## src/rtl/tjmono_pkg.sv

```systemverilog
// Shared definitions for the TJ-Monopix A/B half-matrix readout scheduler.
package tjmono_pkg;

  typedef enum logic [2:0] {
    ST_IDLE     = 3'd0,
    ST_FREEZE   = 3'd1,
    ST_READ_HI  = 3'd2,
    ST_READ_LO  = 3'd3,
    ST_DECIDE   = 3'd4,
    ST_UNFREEZE = 3'd5
  } sched_state_t;

  // Cycles FREEZE is held before the first READ of a frame.
  localparam int FREEZE_SETUP = 2;
  localparam int FW_W         = 8;

endpackage

```

## src/rtl/tjmono_ab_scheduler_if.sv

```systemverilog
// Configuration, token/backpressure inputs and chip-control outputs of the A/B scheduler.
interface tjmono_ab_scheduler_if #(
  parameter int READ_GAP_W = 6,
  parameter int CNT_W      = 16
);
  logic                  EN_A, EN_B;
  logic                  TOK_A, TOK_B;
  logic                  FIFO_NEAR_FULL;
  logic [7:0]            SLICE_LEN;
  logic [READ_GAP_W-1:0] READ_GAP;
  logic                  FREEZE_A, FREEZE_B;
  logic                  READ_A, READ_B;
  logic                  SEL_B;
  logic                  CAPTURE;
  logic                  BUSY;
  logic [CNT_W-1:0]      FRAME_CNT, WORD_CNT;

  modport master (
    output EN_A, EN_B, TOK_A, TOK_B, FIFO_NEAR_FULL, SLICE_LEN, READ_GAP,
    input  FREEZE_A, FREEZE_B, READ_A, READ_B, SEL_B, CAPTURE, BUSY, FRAME_CNT, WORD_CNT
  );

  modport slave (
    input  EN_A, EN_B, TOK_A, TOK_B, FIFO_NEAR_FULL, SLICE_LEN, READ_GAP,
    output FREEZE_A, FREEZE_B, READ_A, READ_B, SEL_B, CAPTURE, BUSY, FRAME_CNT, WORD_CNT
  );
endinterface

```

## src/rtl/tjmono_rr2.sv

```systemverilog
// Two-input round-robin arbiter; the registered bit remembers which half was served last.
module tjmono_rr2 (
  input  logic i_clk,
  input  logic i_rst,
  input  logic i_req_a,
  input  logic i_req_b,
  input  logic i_upd,
  input  logic i_served_b,
  output logic o_grant_b
);
  logic r_last_b;

  // Reset to "B served last" so A wins the first contended grant.
  always_ff @(posedge i_clk) begin
    if (i_rst)      r_last_b <= 1'b1;
    else if (i_upd) r_last_b <= i_served_b;
  end

  assign o_grant_b = (i_req_a && i_req_b) ? ~r_last_b : i_req_b;
endmodule

```

## src/rtl/tjmono_ab_scheduler.sv

```systemverilog
// Frame scheduler sharing one data receiver between chip halves A and B (freeze / read / capture).
module tjmono_ab_scheduler
  import tjmono_pkg::*;
#(
  parameter int READ_GAP_W = 6,
  parameter int CNT_W      = 16
) (
  input  logic CLK,
  input  logic RST,
  tjmono_ab_scheduler_if.slave bus
);
  localparam logic [READ_GAP_W-1:0] FRZ_LAST = READ_GAP_W'(FREEZE_SETUP - 1);
  localparam logic [READ_GAP_W-1:0] ONE      = READ_GAP_W'(1);

  sched_state_t          r_state;
  logic                  r_sel_b, r_frz_a, r_frz_b, r_rd_a, r_rd_b, r_cap, r_busy;
  logic [CNT_W-1:0]      r_frame_cnt, r_word_cnt;
  logic [FW_W-1:0]       r_fw_cnt;
  logic [READ_GAP_W-1:0] r_tmr;

  logic                  w_req_a, w_req_b, w_grant_b, w_rr_upd;
  logic                  w_sel_tok, w_sel_en, w_slice_done;
  logic [READ_GAP_W-1:0] w_gap;

  assign w_req_a      = bus.EN_A & bus.TOK_A;
  assign w_req_b      = bus.EN_B & bus.TOK_B;
  assign w_rr_upd     = (r_state == ST_UNFREEZE);
  assign w_sel_tok    = r_sel_b ? bus.TOK_B : bus.TOK_A;
  assign w_sel_en     = r_sel_b ? bus.EN_B  : bus.EN_A;
  assign w_slice_done = (bus.SLICE_LEN != 8'd0) && (r_fw_cnt == bus.SLICE_LEN);
  assign w_gap        = (bus.READ_GAP == '0) ? ONE : bus.READ_GAP;

  tjmono_rr2 u_rr (
    .i_clk      (CLK),
    .i_rst      (RST),
    .i_req_a    (w_req_a),
    .i_req_b    (w_req_b),
    .i_upd      (w_rr_upd),
    .i_served_b (r_sel_b),
    .o_grant_b  (w_grant_b)
  );

  // Outputs are registered together with the state they belong to.
  always_ff @(posedge CLK) begin
    if (RST) begin
      r_state     <= ST_IDLE;
      r_sel_b     <= 1'b0;
      r_frz_a     <= 1'b0;
      r_frz_b     <= 1'b0;
      r_rd_a      <= 1'b0;
      r_rd_b      <= 1'b0;
      r_cap       <= 1'b0;
      r_busy      <= 1'b0;
      r_frame_cnt <= '0;
      r_word_cnt  <= '0;
      r_fw_cnt    <= '0;
      r_tmr       <= '0;
    end else begin
      r_rd_a <= 1'b0;
      r_rd_b <= 1'b0;
      r_cap  <= 1'b0;
      case (r_state)
        ST_IDLE: begin
          if (!bus.FIFO_NEAR_FULL && (w_req_a || w_req_b)) begin
            r_state  <= ST_FREEZE;
            r_sel_b  <= w_grant_b;
            r_frz_a  <= ~w_grant_b;
            r_frz_b  <= w_grant_b;
            r_busy   <= 1'b1;
            r_tmr    <= '0;
            r_fw_cnt <= '0;
          end
        end
        ST_FREEZE: begin
          if (r_tmr == FRZ_LAST) begin
            r_state <= ST_READ_HI;
            r_rd_a  <= ~r_sel_b;
            r_rd_b  <= r_sel_b;
          end else begin
            r_tmr <= r_tmr + 1'b1;
          end
        end
        ST_READ_HI: begin
          r_word_cnt <= r_word_cnt + 1'b1;
          if (r_fw_cnt != '1) r_fw_cnt <= r_fw_cnt + 1'b1;
          // Gap length is latched here, so a READ_GAP change only hits the next word.
          r_state <= ST_READ_LO;
          r_tmr   <= w_gap - 1'b1;
          r_cap   <= (w_gap == ONE);
        end
        ST_READ_LO: begin
          if (r_tmr == '0) begin
            r_state <= ST_DECIDE;
          end else begin
            r_tmr <= r_tmr - 1'b1;
            r_cap <= (r_tmr == ONE);
          end
        end
        ST_DECIDE: begin
          if (!w_sel_tok || !w_sel_en || w_slice_done) begin
            r_state <= ST_UNFREEZE;
            r_frz_a <= 1'b0;
            r_frz_b <= 1'b0;
          end else if (!bus.FIFO_NEAR_FULL) begin
            r_state <= ST_READ_HI;
            r_rd_a  <= ~r_sel_b;
            r_rd_b  <= r_sel_b;
          end
        end
        ST_UNFREEZE: begin
          r_frame_cnt <= r_frame_cnt + 1'b1;
          r_busy      <= 1'b0;
          r_state     <= ST_IDLE;
        end
        default: begin
          r_state <= ST_IDLE;
          r_frz_a <= 1'b0;
          r_frz_b <= 1'b0;
          r_busy  <= 1'b0;
        end
      endcase
    end
  end

  assign bus.FREEZE_A  = r_frz_a;
  assign bus.FREEZE_B  = r_frz_b;
  assign bus.READ_A    = r_rd_a;
  assign bus.READ_B    = r_rd_b;
  assign bus.SEL_B     = r_sel_b;
  assign bus.CAPTURE   = r_cap;
  assign bus.BUSY      = r_busy;
  assign bus.FRAME_CNT = r_frame_cnt;
  assign bus.WORD_CNT  = r_word_cnt;
endmodule

```

## src/flat_wrapper.sv

```systemverilog
// flat-port wrapper written by rule: the top's interface ports become plain ports
module tjmono_ab_scheduler_flat import tjmono_pkg::*;
#(
  parameter int READ_GAP_W = 6,
  parameter int CNT_W      = 16
)
  (CLK, RST, bus_EN_A, bus_EN_B, bus_TOK_A, bus_TOK_B, bus_FIFO_NEAR_FULL, bus_SLICE_LEN, bus_READ_GAP, bus_FREEZE_A, bus_FREEZE_B, bus_READ_A, bus_READ_B, bus_SEL_B, bus_CAPTURE, bus_BUSY, bus_FRAME_CNT, bus_WORD_CNT);
  tjmono_ab_scheduler_if #(.READ_GAP_W(READ_GAP_W), .CNT_W(CNT_W)) bus_i ();
  input  logic CLK;
  input  logic RST;
  input wire logic [$bits(bus_i.EN_A)-1:0] bus_EN_A;
  input wire logic [$bits(bus_i.EN_B)-1:0] bus_EN_B;
  input wire logic [$bits(bus_i.TOK_A)-1:0] bus_TOK_A;
  input wire logic [$bits(bus_i.TOK_B)-1:0] bus_TOK_B;
  input wire logic [$bits(bus_i.FIFO_NEAR_FULL)-1:0] bus_FIFO_NEAR_FULL;
  input wire logic [$bits(bus_i.SLICE_LEN)-1:0] bus_SLICE_LEN;
  input wire logic [$bits(bus_i.READ_GAP)-1:0] bus_READ_GAP;
  output wire logic [$bits(bus_i.FREEZE_A)-1:0] bus_FREEZE_A;
  output wire logic [$bits(bus_i.FREEZE_B)-1:0] bus_FREEZE_B;
  output wire logic [$bits(bus_i.READ_A)-1:0] bus_READ_A;
  output wire logic [$bits(bus_i.READ_B)-1:0] bus_READ_B;
  output wire logic [$bits(bus_i.SEL_B)-1:0] bus_SEL_B;
  output wire logic [$bits(bus_i.CAPTURE)-1:0] bus_CAPTURE;
  output wire logic [$bits(bus_i.BUSY)-1:0] bus_BUSY;
  output wire logic [$bits(bus_i.FRAME_CNT)-1:0] bus_FRAME_CNT;
  output wire logic [$bits(bus_i.WORD_CNT)-1:0] bus_WORD_CNT;
  assign bus_i.EN_A = bus_EN_A;
  assign bus_i.EN_B = bus_EN_B;
  assign bus_i.TOK_A = bus_TOK_A;
  assign bus_i.TOK_B = bus_TOK_B;
  assign bus_i.FIFO_NEAR_FULL = bus_FIFO_NEAR_FULL;
  assign bus_i.SLICE_LEN = bus_SLICE_LEN;
  assign bus_i.READ_GAP = bus_READ_GAP;
  assign bus_FREEZE_A = bus_i.FREEZE_A;
  assign bus_FREEZE_B = bus_i.FREEZE_B;
  assign bus_READ_A = bus_i.READ_A;
  assign bus_READ_B = bus_i.READ_B;
  assign bus_SEL_B = bus_i.SEL_B;
  assign bus_CAPTURE = bus_i.CAPTURE;
  assign bus_BUSY = bus_i.BUSY;
  assign bus_FRAME_CNT = bus_i.FRAME_CNT;
  assign bus_WORD_CNT = bus_i.WORD_CNT;
  tjmono_ab_scheduler #(.READ_GAP_W(READ_GAP_W), .CNT_W(CNT_W)) u_core (.CLK(CLK), .RST(RST), .bus(bus_i));
endmodule
```

## config.mk

```make
export PLATFORM = sky130hd
export DESIGN_NAME = tjmono_ab_scheduler_flat
export DESIGN_NICKNAME = d
export VERILOG_FILES = /design/src/rtl/tjmono_pkg.sv /design/src/rtl/tjmono_ab_scheduler_if.sv /design/src/rtl/tjmono_rr2.sv /design/src/rtl/tjmono_ab_scheduler.sv /design/src/flat_wrapper.sv
export SDC_FILE = /design/constraint.sdc
export NUM_CORES = 1
export LEC_CHECK = 0
export ABC_AREA = 0
export CAP_MARGIN = 20
export CORE_ASPECT_RATIO = 1.5
export CORE_MARGIN = 2
export CORE_UTILIZATION = 46
export CTS_BUF_LIST = sky130_fd_sc_hd__clkbuf_16
export CTS_CLUSTER_DIAMETER = 200
export DETAILED_ROUTE_END_ITERATION = 7
export PLACE_DENSITY = 0.76
export SLEW_MARGIN = 15
export SYNTH_ARGS = -nofsm -noshare
export SYNTH_HDL_FRONTEND = slang
export SYNTH_SLANG_ARGS = --single-unit
```

## constraint.sdc

```tcl
create_clock -name CLK -period 2.7 [get_ports CLK]
set_clock_uncertainty 0.05 [all_clocks]
set_input_delay 0.81 -clock CLK [delete_from_list [all_inputs] [get_ports CLK]]
set_output_delay 0.81 -clock CLK [all_outputs]
set_load 0.05 [all_outputs]
```

==> impl_metrics.sql <==
INSERT INTO impl_metrics (metric_group, metric, value, unit) VALUES
('cts', 'ctsHoldBuffers', '0', ''),
('synth', 'synth_cells', '362', ''),
('power', 'power.switching_fraction', '25.8', '%'),
('critical_path', 'cells_along_the_critical_path', 'clkdlybuf4s50_1', ''),
('synth', 'post_synth_xor_area_fraction', '11.4', '%'),
('cts', 'insertion_delay', '320', 'ps'),
('power', 'vdd_ir_drop_max', '0.329', 'mV'),
('critical_path', 'worstPathRequired', '1840', 'ps'),
('critical_path', 'cp_slowest_stage_delay', '850', 'ps'),
('outcome', 'outcome', 'finished clean', ''),
('timing', 'final_hold_viol_count', '0', ''),
('floorplan', 'die_x', '69.9', 'um'),
('final_layout', 'layout-drive-gt1-share', '7.85', '%'),
('power', 'p_int', '1.82', 'mW'),
('run', 'drv.max_cap_violation_count', '0', ''),
('global_route', 'grt_pass1_vias', '2695', ''),
('min_path', 'hp-class', 'reg2reg', ''),
('route', 'route.detailed.wl_per_inst', '14.5', 'um'),
('cts', 'cts-buffers-inserted', '9', ''),
('cts', 'tritoncts', 'done', ''),
('cts', 'cts_setup_buffers', '0', ''),
('critical_path', 'worst_setup_path_start_kind', 'register', ''),
('cts', 'clockRootBuffer', 'sky130_fd_sc_hd__clkbuf_16', ''),
('timing', 'finalSetupTns', '0', 'ps'),
('power', 'leakage', '1.52', 'nW'),
('route', 'via_count', '2948', ''),
('synth', 'synth.area.mux_share', '1.34', '%'),
('synth', 'postSynthRegisterBits', '57', ''),
('cts', 'htree_num_levels', '3', ''),
('min_path', 'hold_depth', '2', ''),
('critical_path', 'worstSetupPathType', 'reg2out', ''),
('synth', 'number_of_enable_type_register_cells_in_the_synthesized_netlist', '0', ''),
('timing', 'max_freq', '404', 'MHz'),
('global_route', 'grt_overflow', '0', ''),
('synth', 'yosys.cell_types.count', '51', ''),
('synth', 'combinational_family_with_the_most_area_after_synthesis', 'simple AND/OR/NAND/NOR gates', ''),
('timing', 'report.final.slew_viol_count', '0', ''),
('global_route', 'globalRouteTotalUtil', '20.9', '%'),
('timing', 'setup_viol_count_final', '0', ''),
('floorplan', 'die_area', '7190', 'sq um'),
('floorplan', 'placeableCoreArea', '6400', 'sq um'),
('placement', 'placed_cell_area', '3710', 'sq um'),
('synth', 'ys.flop_type', 'sky130_fd_sc_hd__dfxtp_1', ''),
('synth', 'synth_area', '3000', 'sq um'),
('floorplan', 'ioPinCount', '60', ''),
('power', 'relative_contribution_of_the_clock_network_to_total_power', '48.0', '%'),
('critical_path', 'reg2reg_depth', '5', ''),
('critical_path', 'critical_path.top_delay_family', 'buffers and inverters', ''),
('route', 'drc', '0', ''),
('final_layout', 'final_nets', '456', ''),
('floorplan', 'num_rows', '36', ''),
('cts', 'cts_repair_resize_count', '0', ''),
('synth', 'portion_of_the_post_synthesis_area_used_by_sequential_elements', '38.1', '%'),
('critical_path', 'worstSetupPathDepth', '1', ''),
('synth', 'yosys_warnings', '0', ''),
('placement', 'finalWeightedCongestion', '0.913', ''),
('global_route', 'grt_first_pass_wirelength', '12100', 'um'),
('global_route', 'pin_count_of_the_biggest_net_entering_global_routing', '34', ''),
('global_route', 'antenna_found_initial', '0', ''),
('timing', 'fin_worst_hold_slack', '440', 'ps'),
('route', 'routed_wl', '7380', 'um'),
('final_layout', 'area_delta_synth_final', '34.0', '%'),
('placement', 'hpwlAfterDp', '5300', 'um'),
('critical_path', 'critical_path.slowest_cell', 'sky130_fd_sc_hd__clkdlybuf4s50_1', ''),
('final_layout', 'final_common_cell', 'sky130_fd_sc_hd__clkdlybuf4s50_1', ''),
('critical_path', 'worst_setup_path_end_kind', 'output pin', ''),
('power', 'power_frac_comb', '15.1', '%'),
('cts', 'clk_transition_reported_paths', '50', 'ps'),
('synth', 'synth_compound_gate_area_share', '13.5', '%'),
('timing', 'rsz_0062_raised_after_global_routing', 'no', ''),
('route', 'vias_per_cell', '5.79', '');
worst paths after layout:
path | start | to | slack [ps]
setup reg to reg | u_core.r_state[1] | u_core.bus.WORD_CNT[15] | 690
hold reg to reg | u_core.u_rr.r_last_b | u_core.u_rr.r_last_b | 440
setup / recovery | u_core.bus.FRAME_CNT[3] | bus_FRAME_CNT[3] | 230
hold / removal | u_core.u_rr.r_last_b | u_core.u_rr.r_last_b | 440
cell type report:
class	count	area, sq um	share of cell area [%]
clock inverters	7	86.3	2.15
multi-input cells	283	1760	43.9
clock buffers	9	225	5.61
well taps	76	95.1	2.37
inverters	5	18.8	0.467
flip-flops and latches	57	1140	28.4
repair buffers	72	688	17.1
per-layer routing:
layer / global-route usage (%) / up-vias / wire [um]
met4: 11.2 / 0 / 214
li1: - / 1437 / -
met1: 22.5 / 1389 / 2960
met3: 5.28 / 22 / 372
met2: 37.7 / 100 / 3840
met5: 0 / - / 0
flip-flops by register name, summed over array words and instances (netlist names):
signal and count:
u_core.r_state 3, u_core.bus.FREEZE_A 1, u_core.bus.FREEZE_B 1, u_core.r_tmr 6, u_core.bus.BUSY 1, u_core.u_rr.r_last_b 1, u_core.bus.WORD_CNT 16, u_core.bus.FRAME_CNT 16
u_core.r_fw_cnt 8, u_core.bus.READ_A 1, u_core.bus.SEL_B 1, u_core.bus.CAPTURE 1, u_core.bus.READ_B 1
per-stage QoR:
step	worst slack [ps]	instances	utilization (%)
global placement	133	493	57.9
floorplan	539	362	-
finish	225	509	62.8
detailed placement	66.8	493	57.9
global route	174	509	62.8
CTS	218	509	62.8
kinds of logic (layout without fill, tap and decap cells):
group                    count (synthesis)  count (layout)
multiplexers                             4               4
XOR/XNOR                                39              39
AO/OA/AOI/OAI                           64              64
flip-flops                              57              57
buffers and inverters                   22              93
adder cells (fa/ha/maj)                  7               7
AND/OR/NAND/NOR                        169             169
cell usage after synthesis, types with 5 or more instances:
master / number / area share, %
sky130_fd_sc_hd__nor2_1: 49 / 6.1
sky130_fd_sc_hd__and3_1: 11 / 2.3
sky130_fd_sc_hd__dfxtp_1: 57 / 38
sky130_fd_sc_hd__xnor2_1: 6 / 1.8
sky130_fd_sc_hd__clkbuf_1: 10 / 1.3
sky130_fd_sc_hd__a21oi_1: 22 / 3.7
sky130_fd_sc_hd__ha_1: 7 / 2.9
sky130_fd_sc_hd__nor4_1: 10 / 2.1
sky130_fd_sc_hd__nand3_1: 13 / 2.2
sky130_fd_sc_hd__and4_1: 5 / 1.5
sky130_fd_sc_hd__nand2_1: 31 / 3.9
sky130_fd_sc_hd__nand4_1: 12 / 2.5
sky130_fd_sc_hd__xor2_1: 33 / 9.6
sky130_fd_sc_hd__o21ai_0: 13 / 2.2
sky130_fd_sc_hd__a31oi_1: 5 / 1.0
sky130_fd_sc_hd__or3_1: 8 / 1.7
sky130_fd_sc_hd__inv_1: 5 / 0.63
sky130_fd_sc_hd__nor3_1: 8 / 1.3
power groups by stage:
stage / registers (mW) / logic (mW) / clock network [mW]
CTS: 0.904 / 0.365 / 1.20
floorplan: 0.932 / 0.218 / 0
finish: 0.905 / 0.369 / 1.18
global placement: 0.919 / 0.355 / 0
detailed placement: 0.921 / 0.362 / 0
global route: 0.909 / 0.404 / 1.23
Power figures use the tool's default switching activity.
